$ cat config.mk
export PLATFORM = sky130hd
export DESIGN_NAME = sb_rdi_encoder_flat
export DESIGN_NICKNAME = d
export VERILOG_FILES = /design/src/rtl/sb_rdi_if.sv /design/src/rtl/sb_rdi_encoder.sv /design/src/flat_wrapper.sv
export SDC_FILE = /design/constraint.sdc
export NUM_CORES = 1
export LEC_CHECK = 0
export CORE_MARGIN = 3
export CORE_UTILIZATION = 40
export CTS_CLUSTER_SIZE = 16
export DETAILED_ROUTE_END_ITERATION = 10
export DONT_BUFFER_PORTS = 1
export GPL_TIMING_DRIVEN = 0
export PLACE_DENSITY_LB_ADDON = 0.08
export SLEW_MARGIN = 5
export SYNTH_ARGS = -nofsm -noshare
export SYNTH_HDL_FRONTEND = slang
export SYNTH_SLANG_ARGS = --single-unit
$ cat constraint.sdc
create_clock -name i_clk -period 2.7 [get_ports i_clk]
set_input_delay 0.405 -clock i_clk [delete_from_list [all_inputs] [get_ports i_clk]]
set_output_delay 0.405 -clock i_clk [all_outputs]
set_load 0.01 [all_outputs]
$ cat src/rtl/sb_rdi_if.sv
// sb_rdi_if: RDI request, adapter lp_cfg and serializer handshakes of the sideband RDI encoder.
interface sb_rdi_if;
  logic        msg_valid;
  logic [3:0]  msg_no;
  logic        msg_ack;
  logic [31:0] lp_cfg;
  logic        lp_cfg_vld;
  logic        lp_cfg_ready;
  logic        lp_nerror;
  logic [63:0] ser_data;
  logic        ser_valid;
  logic        ser_ready;
  modport master (
    input  msg_valid, msg_no, lp_cfg, lp_cfg_vld, ser_ready,
    output msg_ack, lp_cfg_ready, lp_nerror, ser_data, ser_valid
  );
  modport slave (
    output msg_valid, msg_no, lp_cfg, lp_cfg_vld, ser_ready,
    input  msg_ack, lp_cfg_ready, lp_nerror, ser_data, ser_valid
  );
endinterface

$ cat src/rtl/sb_rdi_encoder.sv
// sb_rdi_encoder: encodes RDI FSM messages and adapter lp_cfg phases into 64-bit sideband packets.
module sb_rdi_encoder (
  input logic      i_clk,
  input logic      i_rst_n,
  sb_rdi_if.master bus
);
  typedef enum logic [2:0] {IDLE, RDI_PKT, ADP_COLLECT, ADP_HDR, ADP_DATA, ERROR} state_t;
  state_t      state;
  logic [31:0] w [4];
  logic [1:0]  cnt;
  logic [63:0] rdi_pkt, ser_data;
  logic        armed, msg_ack, lp_nerror, ser_valid, accept_lp, has_data;

  function automatic logic [63:0] encode(input logic [3:0] no);
    logic [7:0]  sub;
    logic [63:0] p;
    case (no)
      4'd1, 4'd8:  sub = 8'h01;
      4'd9:        sub = 8'h02;
      4'd2, 4'd10: sub = 8'h04;
      4'd3, 4'd11: sub = 8'h08;
      4'd4, 4'd12: sub = 8'h09;
      4'd5, 4'd13: sub = 8'h0A;
      4'd6, 4'd14: sub = 8'h0B;
      4'd7, 4'd15: sub = 8'h0C;
      default:     sub = 8'h00;
    endcase
    p = '0;
    p[4:0] = 5'b10010;
    p[21:14] = no[3] ? 8'h02 : 8'h01;
    p[39:32] = sub;
    p[58:56] = 3'b010;
    p[62] = ^{p[63], p[61:0]};
    return p;
  endfunction

  // armed keeps ready low while reset is held and for the first cycle after release
  assign has_data = w[0][4:0] == 5'b11011;
  assign bus.lp_cfg_ready = state == ADP_COLLECT || (state == IDLE && armed && !bus.msg_valid);
  assign accept_lp = bus.lp_cfg_vld && bus.lp_cfg_ready;
  assign bus.msg_ack = msg_ack;
  assign bus.lp_nerror = lp_nerror;
  assign bus.ser_valid = ser_valid;
  assign bus.ser_data = ser_data;

  always_ff @(posedge i_clk or negedge i_rst_n) begin
    if (!i_rst_n) begin
      state <= IDLE;
      w <= '{default: '0};
      cnt <= '0;
      rdi_pkt <= '0;
      armed <= 1'b0;
      msg_ack <= 1'b0;
      lp_nerror <= 1'b0;
      ser_valid <= 1'b0;
      ser_data <= '0;
    end else begin
      armed <= 1'b1;
      msg_ack <= 1'b0;
      lp_nerror <= 1'b0;
      case (state)
        IDLE:
          if (bus.msg_valid && !msg_ack) begin
            rdi_pkt <= encode(bus.msg_no);
            state <= bus.msg_no == 4'd0 ? ERROR : RDI_PKT;
            msg_ack <= bus.msg_no == 4'd0;
            lp_nerror <= bus.msg_no == 4'd0;
          end else if (accept_lp) begin
            w[0] <= bus.lp_cfg;
            cnt <= 2'd1;
            state <= ADP_COLLECT;
          end
        ADP_COLLECT:
          if (accept_lp) begin
            w[cnt] <= bus.lp_cfg;
            cnt <= cnt + 2'd1;
            if (cnt == 2'd1) begin
              state <= w[0][4:0] == 5'b10010 ? ADP_HDR : has_data ? ADP_COLLECT : ERROR;
              lp_nerror <= w[0][4:0] != 5'b10010 && !has_data;
            end else if (cnt == 2'd3) begin
              state <= ADP_HDR;
            end
          end
        // each sending state spends one cycle loading the output register, then waits for ready
        RDI_PKT, ADP_HDR, ADP_DATA:
          if (!ser_valid) begin
            ser_valid <= 1'b1;
            ser_data <= state == RDI_PKT ? rdi_pkt : state == ADP_HDR ? {w[1], w[0]} : {w[3], w[2]};
          end else if (bus.ser_ready) begin
            ser_valid <= 1'b0;
            msg_ack <= state == RDI_PKT;
            state <= state == ADP_HDR && has_data ? ADP_DATA : IDLE;
          end
        ERROR: begin
          state <= IDLE;
          cnt <= '0;
          w <= '{default: '0};
        end
        default: state <= IDLE;
      endcase
    end
  end
endmodule

$ cat src/flat_wrapper.sv
// flat-port wrapper written by rule: the top's interface ports become plain ports
module sb_rdi_encoder_flat 
  (i_clk, i_rst_n, bus_msg_valid, bus_msg_no, bus_lp_cfg, bus_lp_cfg_vld, bus_ser_ready, bus_msg_ack, bus_lp_cfg_ready, bus_lp_nerror, bus_ser_data, bus_ser_valid);
  sb_rdi_if bus_i ();
  input logic i_clk;
  input logic i_rst_n;
  input wire logic [$bits(bus_i.msg_valid)-1:0] bus_msg_valid;
  input wire logic [$bits(bus_i.msg_no)-1:0] bus_msg_no;
  input wire logic [$bits(bus_i.lp_cfg)-1:0] bus_lp_cfg;
  input wire logic [$bits(bus_i.lp_cfg_vld)-1:0] bus_lp_cfg_vld;
  input wire logic [$bits(bus_i.ser_ready)-1:0] bus_ser_ready;
  output wire logic [$bits(bus_i.msg_ack)-1:0] bus_msg_ack;
  output wire logic [$bits(bus_i.lp_cfg_ready)-1:0] bus_lp_cfg_ready;
  output wire logic [$bits(bus_i.lp_nerror)-1:0] bus_lp_nerror;
  output wire logic [$bits(bus_i.ser_data)-1:0] bus_ser_data;
  output wire logic [$bits(bus_i.ser_valid)-1:0] bus_ser_valid;
  assign bus_i.msg_valid = bus_msg_valid;
  assign bus_i.msg_no = bus_msg_no;
  assign bus_i.lp_cfg = bus_lp_cfg;
  assign bus_i.lp_cfg_vld = bus_lp_cfg_vld;
  assign bus_i.ser_ready = bus_ser_ready;
  assign bus_msg_ack = bus_i.msg_ack;
  assign bus_lp_cfg_ready = bus_i.lp_cfg_ready;
  assign bus_lp_nerror = bus_i.lp_nerror;
  assign bus_ser_data = bus_i.ser_data;
  assign bus_ser_valid = bus_i.ser_valid;
  sb_rdi_encoder u_core (.i_clk(i_clk), .i_rst_n(i_rst_n), .bus(bus_i));
endmodule
Word-level counts from Yosys, hierarchy flattened
Memories as Yosys holds them, arrays and structs flattened.
Index checks and enable logic that the tools add are counted.
{ "word_totals": {"word_cells": 95, "romBits": 64, "n_memories": 1, "output_inout_bits": 68, "reg_bits": 221} }
{ "memory_table": {"columns": ["name", "depth", "word_bits", "rd", "rd_ports_with_merged_regs", "write_ports", "line", "text"], "rows": [
  ["(no name shown)", 16, 4, 1, 0, 0, "sb_rdi_encoder.sv:17", "case (no)"]
]} }
{ "classes": {"n_mux": 38, "bitwise": 2, "addsub": 1, "eq_ne": 17, "reduce_logical": 22, "n_lt_le_gt_ge": 2} }
{ "op_table": {"columns": ["op", "n"], "rows": [
  ["96-bit one-hot mux with 2 select lines", 1],
  ["128-bit bitwise mux", 1],
  ["128-bit 2-to-1 mux", 1],
  ["64-bit 2-to-1 mux", 2],
  ["32-bit 2-to-1 mux", 3],
  ["32-bit one-hot mux with 3 select lines", 1],
  ["32-bit demux with 2-bit select", 1],
  ["63-bit parity", 1],
  ["3-bit 2-to-1 mux", 11],
  ["8-bit 2-to-1 mux", 2],
  ["5-bit == test (second input constant)", 2],
  ["3-bit one-hot mux with 3 select lines", 1],
  ["2-bit 2-to-1 mux", 4],
  ["1-bit logical AND", 7],
  ["1-bit 2-to-1 mux", 7],
  ["3-bit by 2-bit == test with 1-bit output (second input constant)", 2],
  ["3-bit == test (second input constant)", 2],
  ["2-bit by 1-bit != test with 1-bit output (second input constant)", 3],
  ["2-bit one-hot mux with 3 select lines", 1],
  ["2-bit AND reduction", 3],
  ["5-bit != test (second input constant)", 1],
  ["5-bit AND reduction", 1],
  ["4-bit zero test", 1],
  ["2-bit != test (second input constant)", 2],
  ["18 further kinds", 21]
]} }

Longest topological paths before layout
Gate-level depths: netlist of run 1.
{ "depth": {"depth_word": 8, "ltp_mapped": 8, "depth_no_buf": 6} }

Worst setup path after synthesis of run 1
Ideal clock, no wire load.
{ "synth_path": {"path_type": "in2reg", "from": "input port bus_msg_no[0]", "to": "register u_core.rdi_pkt[62]", "path_slack_ns": 0.955, "arrival_time_ns": 1.620, "setup_ns": 0.125, "cell_stages": 6, "required_ns": 2.575, "cell_sequence": "inv_1 > ha_1 > mux2_2 > o21ai_1 > xnor3_1 > mux2_2"} }
{ "synth_between": {"elab_chain_cells": 4} }
{ "synth_lines": {"columns": ["item", "line", "text"], "rows": [
  ["from (decl)", "flat_wrapper.sv:8", "input wire logic [$bits(bus_i.msg_no)-1:0] bus_msg_no;"],
  ["memory read 16 x 4 bit", null, null],
  ["8-bit 2-to-1 mux", "sb_rdi_encoder.sv:63", "if (bus.msg_valid && !msg_ack) begin"],
  ["8-bit 2-to-1 mux", "sb_rdi_encoder.sv:61", "case (state)"],
  ["63-bit parity", "sb_rdi_encoder.sv:33", "p[62] = ^{p[63], p[61:0]};"],
  ["to (signal assigned)", "sb_rdi_encoder.sv:64", "rdi_pkt <= encode(bus.msg_no);"],
  ["to (decl)", "sb_rdi_encoder.sv:11", "logic [63:0] rdi_pkt, ser_data;"]
]} }
No other way between the ends. The select of a mux whose other input is x is not followed.
A chain may end at the register's enable or synchronous reset.

Final worst setup path of run 1
{ "layout_path": {"from": "register u_core.state[1]", "to": "output port bus_lp_cfg_ready"} }
{ "layout_between": {"elab_chain_cells": 4, "word_cells_on_any_way": 5} }
{ "layout_lines": {"columns": ["item", "line", "text"], "rows": [
  ["from (decl)", "sb_rdi_encoder.sv:8", "state_t state;"],
  ["from (signal assigned)", "sb_rdi_encoder.sv:65", "state <= bus.msg_no == 4'd0 ? ERROR : RDI_PKT;"],
  ["from (signal assigned)", "sb_rdi_encoder.sv:78", "state <= w[0][4:0] == 5'b10010 ? ADP_HDR : has_data ? ADP_COLLECT : ERROR;"],
  ["from (signal assigned)", "sb_rdi_encoder.sv:92", "state <= state == ADP_HDR && has_data ? ADP_DATA : IDLE;"],
  ["3-bit zero test", "sb_rdi_encoder.sv:39", "assign bus.lp_cfg_ready = state == ADP_COLLECT || (state == IDLE && armed && !bus.msg_valid);"],
  ["1-bit logical AND (2 in a row)", "sb_rdi_encoder.sv:39", null],
  ["1-bit logical OR (*)", "sb_rdi_encoder.sv:39", null],
  ["to (decl)", "flat_wrapper.sv:13", "output wire logic [$bits(bus_i.lp_cfg_ready)-1:0] bus_lp_cfg_ready;"]
]} }
Mark *: on every way between the ends. The rest lies on a longest branch, timed or not.

==> results of run 1 <==
-- power by group through the flow --
stage	combinational, mW	clock, mW	sequential [mW]
after detailed placement	4.12	0	5.78
final	4.11	3.18	5.72
after CTS	4.15	3.24	5.74
after floorplan	3.03	0	5.43
after global routing	4.65	3.37	5.90
after global placement	4.05	0	5.74
-- worst paths after layout --
path / end / cells past startpoint / slack, ns / start
max: bus_lp_cfg_ready / 3 / 0.25 / u_core.state[1]
min: u_core.w[7] / 0 / -0.40 / i_rst_n
min in group i_clk: u_core.w[94] / 2 / 0.02 / bus_lp_cfg[30]
max in group asynchronous: u_core.w[39] / 0 / 2.59 / i_rst_n
max reg2reg: u_core.bus.ser_data[19] / 5 / 0.36 / u_core.state[1]
min reg2reg: u_core.rdi_pkt[34] / 2 / 0.48 / u_core.rdi_pkt[34]
-- synthesized netlist by cell type, drive strengths merged (2+ instances only) --
master | count | share of area [%]
nand2 | 305 | 12
dfrtp | 209 | 56
a21oi | 98 | 5.3
nor2 | 70 | 2.9
nand3 | 69 | 3.7
a31oi | 52 | 3.5
buf | 47 | 2.9
mux2i | 44 | 4.7
inv | 37 | 1.5
clkbuf | 31 | 1.2
o21ai | 25 | 1.3
ha | 8 | 1.1
and2 | 4 | 0.27
nor2b | 4 | 0.27
o31ai | 4 | 0.47
and3 | 3 | 0.20
mux2 | 3 | 0.36
a21o | 2 | 0.16
nand2b | 2 | 0.13
nand4 | 2 | 0.13
nor3b | 2 | 0.16
-- flip-flops by register name, indices dropped and copies added, names as in the netlist --
signal,cells
u_core.w,128
u_core.bus.ser_data,64
u_core.rdi_pkt,8
u_core.state,3
u_core.cnt,2
u_core.armed,1
u_core.bus.lp_nerror,1
u_core.bus.msg_ack,1
u_core.bus.ser_valid,1
-- cell type report --
cell class,instances,share of cell area [%]
multi-input cells,713,33.8
clock buffers,37,6.77
repair buffers,13,1.22
plain buffers,77,3.63
inverters,37,1.30
well taps,313,3.68
clock inverters,4,0.458
flip-flops and latches,209,49.1
-- metrics by stage --
| step | area (um2) | hold WS [ns] | instances | util (%) | setup slack, ns |
|---|---|---|---|---|---|
| after floorplan | 9360 | 0.109 | 1037 | - | 0.955 |
| after global placement | 9750 | 0.122 | 1350 | 42.7 | 0.446 |
| after detailed placement | 9750 | 0.120 | 1350 | 42.7 | 0.454 |
| after CTS | 10600 | -0.417 | 1403 | 46.6 | 0.254 |
| after global routing | 10600 | -0.423 | 1403 | 46.6 | 0.170 |
| final | 10600 | -0.400 | 1403 | 46.6 | 0.248 |
-- worst max-delay path, stage by stage, from the launching register on --
cell	delay [ns]
dfrtp_1	0.46
buf_2	0.33
buf_2	0.49
o21a_1	0.26
-- logic make-up after synthesis --
group / count (synthesis) / synth area share (%)
DFF: 209 / 55.9
buffers and inverters: 115 / 5.66
other: 1 / 0.0401
and+or+nand+nor: 466 / 20.5
AOI/OAI and AO/OA: 189 / 11.5
muxes: 47 / 5.07
xor gates and xnor gates: 2 / 0.334
adders and majority gates: 8 / 1.07
-- layer usage --
| layer | routed length (um) | up-vias |
|---|---|---|
| met3 | 1960 | 36 |
| li1 | - | 3504 |
| met4 | 571 | 0 |
| met1 | 12700 | 3592 |
| met5 | 0 | - |
| met2 | 13200 | 191 |
-- cell usage in the layout (no fill, tap or decap), types with 2 or more instances in the layout --
cell type,instances
a21o_1,2
a21oi_1,97
a31oi_1,52
and2_1,3
and3_1,3
buf_1,10
buf_2,27
buf_4,3
buf_6,7
clkbuf_1,37
clkbuf_16,25
clkbuf_8,5
clkinv_2,2
dfrtp_1,209
dlygate4sd3_1,13
ha_1,8
inv_1,37
mux2_2,3
mux2i_1,44
nand2_1,305
nand2b_1,2
nand3_1,69
nand4_1,2
nor2_1,69
nor2b_1,4
nor3b_1,2
o21ai_0,24
o31ai_1,3
==> summary.md, run 1 <==
| Metric | Value |
|---|---|
| Internal power | `7.99 mW` |
| Final Critical Period | `2.45 ns` |
| Hold Slack | `-0.400 ns` |
| Max frequency | `0.408 GHz` |
| Setup bufs post-CTS | `0` |
| Synth Flop Type | `dfrtp_1` |
| Skew-Pair Late Insertion Delay | `0.50 ns` |
| Final Hold Vio Count | `209` |
| Comb pwr share | `31.6%` |
| Sequential-to-total area share from yosys stat | `55.9%` |
| Seq pwr share | `44.0%` |
| Area of the multi-input gates | `3600 um2` |
| Post-DRT Antenna Nets | `0` |
| Synth async-reset ratio | `100%` |
| Clock Skew | `0.00838 ns` |
| Clk sinks | `209` |
| Maxcap violations | `0` |
| Setup crit end kind | `output pin` |
| Initial Util | `41.0%` |
| Gr usage total | `22.4%` |
| CTS tree | `yes` |
| Met3 Resource Use GR | `4.99%` |
| Initial antenna violation count | `0` |
| PwrDens | `1220 nW/um2` |
| Nature of the critical path startpoint | `register` |
| Synth Register Bits | `209` |
| YS warnings | `0` |
| Cells resized by post-CTS repair | `0` |
| WP data arrival | `2.05 ns` |
| Grt total ovfl | `0` |
| H-Tree Depth | `1` |
| Met2 usage | `35.8%` |
| Die ar. | `25300 um2` |
| Post-DP HPWL | `18.9 mm` |
| Antenna Cells | `0` |
| Worst rel slew slack | `49.4%` |
| Cells after Synth | `1037` |
| GR Util met1 | `31.3%` |
| Post-synth net total | `1086` |
| Setup CP Type | `reg2out` |
| Clock power share | `24.4%` |
| Layout cells sized above 1 | `7.16%` |
| Port bufs | `0` |
| Core area | `22800 um2` |
| Sequential cell area | `5230 um2` |
| Layout Nets | `1124` |
| Die span in x | `159 um` |
| CTS Buf Count | `24` |
| Clock Pin Slew Worst Setup and Hold Paths | `0.06 ns` |
| RSZ-0062 raised after global routing | `no` |
| Switching share of total power | `38.6%` |
| Pin count of the biggest net entering global routing | `210` |
| Max FO, Critical Path | `19` |
| Net Sw Power | `5.03 mW` |
| WP data required | `2.30 ns` |
| Unique masters post-synth | `45` |
| Post-Syn Area | `9360 um2` |
| Final wirelength | `28.4 mm` |
| Most used routing layer | `met2` |
| Number of synthesized flops with an enable pin | `0` |
| Clk buf depth | `3` |
| Setup_tns | `0 ns` |
| Final setup viols | `0` |
| Worst Tran Pin Value | `0.759 ns` |
| Status | `complete, but fails checks` |
| Max Slew Vio Count | `0` |
| Routed len/inst | `20.3 um` |
| Syn Area/Cell | `9.03 um2` |
| DRC errors left | `0` |
| Area Growth Syn to Fin | `13.8%` |
| Vias in the first global route | `7425` |
| VDD IR max | `0.404 mV` |
| Routability cong. | `0.799` |
| Row count | `55` |
| Hold Crit Class | `in2async` |
| Share of the clock period used by the worst path | `90.8%` |
| Total Power Consumption | `13.0 mW` |
| Num ports | `109` |
| Vias | `7323` |
| Failing checks | `hold timing` |
| Fill cell count | `2283` |
| Die height | `159 um` |
| Avg Vias per Cell | `5.22` |
| DR pass1 iterations | `4` |
| Leakage | `4.81 nW` |
| Clock root cell | `clkbuf_16` |
| Hold_buf cts | `13` |
| First-pass GRT wire length | `44.7 mm` |
| Initial DRC Count | `606` |
(Power assumes the default switching activity.)
==> run 2, diff against run 1 <==
ABC_AREA = 1   (was not set)
HOLD_SLACK_MARGIN = 0.05   (was not set)
==> run 2 against run 1 <==
The flow still finishes with violations (hold timing); final cell count grew 14%; register-to-register slack better by 0.15 ns; clock skew decreased by 0.0022 ns; wire length increased by 0.69%; non-clock buffer count fell by 26; final area increased by 5.1%; critical path type is now reg2reg.
==> summary.md, run 2 <==
| Metric | Value |
|---|---|
| PwrDens | `1250 nW/um2 (+2.4%)` |
| Internal power | `8.48 mW (+6.2%)` |
| Clock power share | `26.0% (+1.6 points)` |
| Layout cells sized above 1 | `8.63% (+1.5 points)` |
| Setup_tns | `0 ns (unchanged)` |
| WP data required | `3.11 ns (+0.81 ns)` |
| Initial DRC Count | `545 (-10%)` |
| VDD IR max | `0.539 mV (+33%)` |
| Hold Crit Class | `in2async` |
| Worst Tran Pin Value | `0.653 ns (-0.106 ns)` |
| Post-synth net total | `1277 (+18%)` |
| Count leader, synth | `nand2_1` |
| Cells resized by post-CTS repair | `0 (unchanged)` |
| Die ar. | `26700 um2 (+5.5%)` |
| Die height | `163 um (+2.7%)` |
| Num ports | `109 (unchanged)` |
| Number of synthesized flops with an enable pin | `0 (unchanged)` |
| Setup crit end kind | `register` |
| Post-layout util | `46.8% (+0.21 points)` |
| Reg2Reg Launch Point | `u_core.cnt[0]` |
| Routed len/inst | `18.0 um (-11%)` |
| Most used cell, CP | `nand2_1` |
| Area Growth Syn to Fin | `13.0%` |
| Antenna Cells | `0 (unchanged)` |
| WP data arrival | `2.60 ns (+0.55 ns)` |
| Vias in the first global route | `8035 (+8.2%)` |
| Clk buf depth | `3 (unchanged)` |
| CP max stage cell | `buf_1` |
| Max frequency | `0.457 GHz (+12%)` |
| Top Registers | `u_core.w: 128 flops, u_core.bus.ser_data: 64 flops, u_core.rdi_pkt: 8 flops` |
| Port bufs | `0 (unchanged)` |
| Critical path startpoint | `u_core.cnt[0]` |
| Commonest non-fill, non-tap cell in the layout | `nand2_1` |
| Cells after Synth | `1228 (+18%)` |
| Grt total ovfl | `0 (unchanged)` |
| Layout Nets | `1304 (+16%)` |
| Failing checks | `hold timing` |
| Die span in x | `163 um (+2.7%)` |
| Unique masters post-synth | `31 (-31%)` |
| Avg Vias per Cell | `5.11 (-2.2%)` |
| Comb pwr share | `36.4% (+4.8 points)` |
| Max FO, Critical Path | `10 (-9)` |
| Clk sinks | `209 (unchanged)` |
| Seq pwr share | `37.6% (-6.4 points)` |
| Share of the clock period used by the worst path | `81.0% (-9.8 points)` |
| Synth Flop Type | `dfrtp_1` |
| Clock root cell | `clkbuf_16` |
| Placed instance count | `1547 (+15%)` |
| Most frequent cells in the layout | `nand2_1, dfrtp_1, inv_1` |
| Initial antenna violation count | `0 (unchanged)` |
| Vias | `8134 (+11%)` |
| Critical Path Max Stage Delay | `0.53 ns (+0.04 ns)` |
| Crit path cell chain | `inv_1 -> ha_1 -> clkbuf_1 -> buf_1 -> o21ai_0 -> nand2_1 -> nand2_1 -> nand2_1 -> nand2_1` |
| Post-DRT Antenna Nets | `0 (unchanged)` |
| Post-DP HPWL | `19.7 mm (+4.0%)` |
| Leakage | `5.86 nW (+22%)` |
| Core area | `23900 um2 (+4.6%)` |
| Largest register FFs | `128 (unchanged)` |
| Status | `complete, but fails checks` |
| CTS Buf Count | `25 (+4.2%)` |
| Pin count of the biggest net entering global routing | `210 (unchanged)` |
| Final wirelength | `28.6 mm (+0.69%)` |
| Final Critical Period | `2.19 ns (-0.265 ns)` |
| Setup bufs post-CTS | `0 (unchanged)` |
| Post-synth top cells | `nand2_1, dfrtp_1, inv_1` |
| Net Sw Power | `5.53 mW (+9.9%)` |
| DRC errors left | `0 (unchanged)` |
| Row count | `56 (+1.8%)` |
| Syn Area/Cell | `8.06 um2 (-11%)` |
| Nature of the critical path startpoint | `register` |
| RSZ-0062 raised after global routing | `no` |
| Hold Slack | `-0.421 ns (-0.0212 ns)` |
| Share of the synthesized area in the top cell type | `52.9% (-3.0 points)` |
| CTS tree | `yes` |
| Sequential-to-total area share from yosys stat | `52.9% (-3.0 points)` |
| Clock Skew | `0.00617 ns (-0.00222 ns)` |
| Synth async-reset ratio | `100% (unchanged)` |
| Final setup viols | `0 (unchanged)` |
| Gr usage total | `21.7% (-0.65 points)` |
| Max Slew Vio Count | `0 (unchanged)` |
| Clock Pin Slew Worst Setup and Hold Paths | `0.06 ns (about the same)` |
| Setup CP Type | `reg2reg` |
| Maxcap violations | `0 (unchanged)` |
| Largest cells by area after synthesis | `dfrtp_1, nand2_1, inv_1` |
| Fill cell count | `2342 (+2.6%)` |
| Leading area contributor after synthesis | `dfrtp_1` |
| Routability cong. | `0.813 (+1.7%)` |
| WP buf/inv | `3 (+1)` |
| Reg with most FFs | `u_core.w` |
| YS warnings | `0 (unchanged)` |
| Non-Filler Instances | `1593 (+14%)` |
| Skew-Pair Late Insertion Delay | `0.52 ns (+0.02 ns)` |
| Worst rel slew slack | `56.5% (+7.1 points)` |
| Switching share of total power | `39.5% (+0.83 points)` |
| Synth Register Bits | `209 (unchanged)` |
| Initial Util | `41.4% (+0.45 points)` |
| Post-Syn Area | `9890 um2 (+5.7%)` |
| Final Hold Vio Count | `209 (unchanged)` |
| H-Tree Depth | `1 (unchanged)` |
| First-pass GRT wire length | `45.5 mm (+1.7%)` |
| DR pass1 iterations | `5 (+1)` |
| CP top delay family | `buffers and inverters` |
## run 2: cell count changes after synthesis, moves of 17 or more
cell	before	now
nand2_1	305	503
inv_1	37	149
a21oi_1	97	2
o22ai_1	1	68
o21ai_0	24	84
a31oi_1	52	1
nor2_1	69	18
mux2i_1	44	0
a22oi_1	0	35
nand3_1	69	42
clkbuf_1	31	14
## run 2: cells by family (layout without fill, tap and decap cells)
kind of cell	count (synthesis)	in the layout	synth area share [%]
AO/OA/AOI/OAI	208	208	12.5
adder cells (fa/ha/maj)	8	8	1.01
buffers and inverters	220	266	9.98
flip-flops	209	209	52.9
other	1	1	0.0379
AND/OR/NAND/NOR	582	582	23.6
## run 2: worst paths after layout
kind | depth (start not counted) | endpoint | slack, ns
setup / recovery | 9 | u_core.w[96] | 0.51
hold / removal | 0 | u_core.bus.ser_data[8] | -0.42
hold reg to reg | 1 | u_core.rdi_pkt[57] | 0.48
min in group i_clk | 2 | u_core.w[44] | 0.08
max in group asynchronous | 0 | u_core.w[24] | 2.78
setup reg to reg | 9 | u_core.w[96] | 0.51
## run 2: area by class of cell
| type | count | area [um2] | area share [%] |
|---|---|---|---|
| buffer | 64 | 399 | 3.57 |
| clock buffer | 32 | 692 | 6.19 |
| clock inverter | 14 | 199 | 1.78 |
| inverter | 156 | 588 | 5.26 |
| multi-input combinational | 799 | 3680 | 32.9 |
| sequential | 209 | 5230 | 46.8 |
| tap | 319 | 399 | 3.57 |
## run 2: routing by layer
| layer | global-route usage [%] | share of wire (%) |
|---|---|---|
| met3 | 4.51 | 6.6 |
| met1 | 30.2 | 46 |
| met2 | 34.7 | 45 |
| met4 | 6.00 | 2.4 |
| met5 | 0 | 0 |
## run 2: stage by stage
stage	hold slack, ns	power [mW]	setup slack (ns)	instance area, um2
after floorplan	0.109	8.90	1.13	9890
after global placement	0.118	10.4	0.495	10300
after detailed placement	0.118	10.4	0.523	10300
after CTS	-0.440	14.1	0.506	11200
after global routing	-0.448	15.1	0.337	11200
final	-0.421	14.0	0.513	11200
## run 2: power groups by stage
stage	clock network (mW)	logic, mW	registers, mW
after floorplan	0	3.77	5.14
after CTS	3.71	5.13	5.28
after global routing	3.84	5.83	5.43
after detailed placement	0	5.10	5.32
final	3.64	5.10	5.27
after global placement	0	5.05	5.30
==> run 3, diff against run 2 <==
clock period = 1.8 ns   (was 2.7 ns; I/O delays follow)
==> run 3 against run 2 <==
The run still ends with hold timing left; sequential share of layout area is 1.8 points lower; first-iteration DRC count rose by 6.4%; via count up 2.5%; non-clock buffer count up 38; clock power up 49%; combinational power up 56%; setup slack worse by 0.44 ns; final cell count up 2.4%; largest power group is now combinational cells.
==> summary.md, run 3 (same netlist as run 2, synthesis figures left out) <==
| Metric | Value |
|---|---|
| Most frequent cells in the layout | `nand2_1, dfrtp_1, inv_1` |
| Clock root cell | `clkbuf_16` |
| DRC errors left | `0 (unchanged)` |
| Initial Util | `41.4% (unchanged)` |
| Post-DRT Antenna Nets | `0 (unchanged)` |
| Failing checks | `hold timing` |
| Placed instance count | `1547 (unchanged)` |
| Final Hold Vio Count | `209 (unchanged)` |
| DR pass1 iterations | `7 (+2)` |
| Setup CP Type | `reg2reg` |
| CTS tree | `yes` |
| Reg2reg setup slack | `0.07 ns (-0.44 ns)` |
| Initial DRC Count | `580 (+6.4%)` |
| Row count | `56 (unchanged)` |
| Leakage | `6.08 nW (+3.7%)` |
| Setup crit end kind | `register` |
| Clock Skew | `0.00632 ns (+0.000149 ns)` |
| Sequential cell area | `5230 um2 (about the same)` |
| Routability cong. | `0.813 (unchanged)` |
| Final Critical Period | `1.73 ns (-0.458 ns)` |
| Port bufs | `0 (unchanged)` |
| CTS Buf Count | `25 (unchanged)` |
| First-pass GRT wire length | `47.0 mm (+3.2%)` |
| Die ar. | `26700 um2 (unchanged)` |
| Die span in x | `163 um (unchanged)` |
| Hold_buf cts | `35` |
| Num ports | `109 (unchanged)` |
| Max FO, Critical Path | `8 (-2)` |
| Die height | `163 um (unchanged)` |
| Reg with most FFs | `u_core.w` |
| Core area | `23900 um2 (unchanged)` |
| Fill cell count | `2339 (-0.13%)` |
| Non-Filler Instances | `1631 (+2.4%)` |
| Layout cells sized above 1 | `10.8% (+2.2 points)` |
| Register-to-Register Path Depth | `7 (-2)` |
| WP data required | `2.26 ns (-0.85 ns)` |
| Max Slew Vio Count | `0 (unchanged)` |
| Hold Slack | `-0.553 ns (-0.132 ns)` |
| Reg2Reg Launch Point | `u_core.state[2]` |
| Max frequency | `0.579 GHz (+27%)` |
| Vias in the first global route | `8328 (+3.6%)` |
| Share of the clock period used by the worst path | `96.0% (+15 points)` |
| Area Growth Syn to Fin | `17.7%` |
| Layout Nets | `1342 (+2.9%)` |
| Skew-Pair Late Insertion Delay | `0.52 ns (about the same)` |
| PwrDens | `1830 nW/um2 (+46%)` |
| Setup_tns | `0 ns (unchanged)` |
| Nature of the critical path startpoint | `register` |
| Routed len/inst | `18.1 um (+0.92%)` |
| Final setup viols | `0 (unchanged)` |
| VDD IR max | `0.812 mV (+50%)` |
| Largest register FFs | `128 (unchanged)` |
| Avg Vias per Cell | `5.11 (+0.14%)` |
| Final wirelength | `29.6 mm (+3.3%)` |
| Setup ws final | `0.0717 ns (-0.442 ns)` |
| Post-layout util | `48.7% (+1.9 points)` |
| Grt total ovfl | `0 (unchanged)` |
| Clk sinks | `209 (unchanged)` |
| WP data arrival | `2.19 ns (-0.41 ns)` |
| Commonest non-fill, non-tap cell in the layout | `nand2_1` |
| Worst R2R End | `u_core.bus.ser_data[14]` |
| Initial antenna violation count | `0 (unchanged)` |
| Maxcap violations | `0 (unchanged)` |
| Antenna Cells | `0 (unchanged)` |
| Top Registers | `u_core.w: 128 flops, u_core.bus.ser_data: 64 flops, u_core.rdi_pkt: 8 flops` |
| H-Tree Depth | `1 (unchanged)` |
| Vias | `8340 (+2.5%)` |
| Clock Pin Slew Worst Setup and Hold Paths | `0.06 ns (about the same)` |
| Clk buf depth | `3 (unchanged)` |
| Setup slack after placement | `-0.377 ns (-0.900 ns)` |
| Gr usage total | `22.4% (+0.67 points)` |
| Area of the multi-input gates | `3710 um2 (+0.99%)` |
| Pin count of the biggest net entering global routing | `210 (unchanged)` |
| Hold Crit Class | `in2async` |
| Post-DP HPWL | `19.7 mm (unchanged)` |
| Status | `complete, but fails checks` |
## run 3: routing by layer
layer | global-route usage, % | wire (um) | up-vias
met5 | 0 | 0 | -
met4 | 6.31 | 724 | 0
met3 | 4.46 | 1910 | 44
met2 | 35.9 | 13600 | 236
met1 | 31.1 | 13400 | 4037
li1 | - | - | 4023
## run 3: final cells by class
| class | instances | area share (%) |
|---|---|---|
| inverter | 156 | 5.07 |
| multi-input combinational | 799 | 31.9 |
| sequential | 209 | 44.9 |
| clock inverter | 14 | 1.71 |
| clock buffer | 32 | 5.94 |
| timing repair buffer | 39 | 3.27 |
| buffer | 63 | 3.75 |
| tap | 319 | 3.43 |
## run 3: report_power, final
part,total (mW),switching [mW],internal [mW]
clock network,5.44,2.01,3.43
registers,7.92,1.27,6.66
logic,7.95,5.10,2.85
total,21.3,8.38,12.9
## run 3: how the worst max path moves through the flow
stage / from / endpoint / slack [ns] / depth (start not counted)
after floorplan: u_core.cnt[0] / u_core.w[127] / 0.23 / 9
after global placement: u_core.cnt[0] / u_core.w[97] / -0.41 / 9
after detailed placement: u_core.state[2] / u_core.bus.ser_data[44] / -0.38 / 7
after CTS: u_core.state[1] / u_core.w[122] / 0.02 / 10
after global routing: u_core.state[2] / u_core.bus.ser_data[33] / -0.002 / 8
final: u_core.state[2] / u_core.bus.ser_data[14] / 0.07 / 7
## run 3: worst max-delay path, cell delays in order, from the launching register on
cell and delay (ns):
dfrtp_2 0.48, inv_2 0.13, nand2_2 0.18, nor2_4 0.33
nand2_1 0.19, o211ai_1 0.13, nand2_1 0.14, nand2_1 0.09
## run 3: timing repair
action,CTS,global route
pin swaps,2,2
gates resized for setup,30,16
setup buffers,2,2
hold endpoints to repair,343,209
endpoints found under the setup margin,165,142
## run 3: per-stage QoR
step	total power, mW	instance area [um2]	hold WS (ns)
global route	23.0	11600	-0.583
detailed placement	15.6	10300	-0.0169
finish	21.3	11600	-0.553
floorplan	13.4	9890	-0.0256
CTS	21.4	11600	-0.575
global placement	15.5	10300	-0.0169
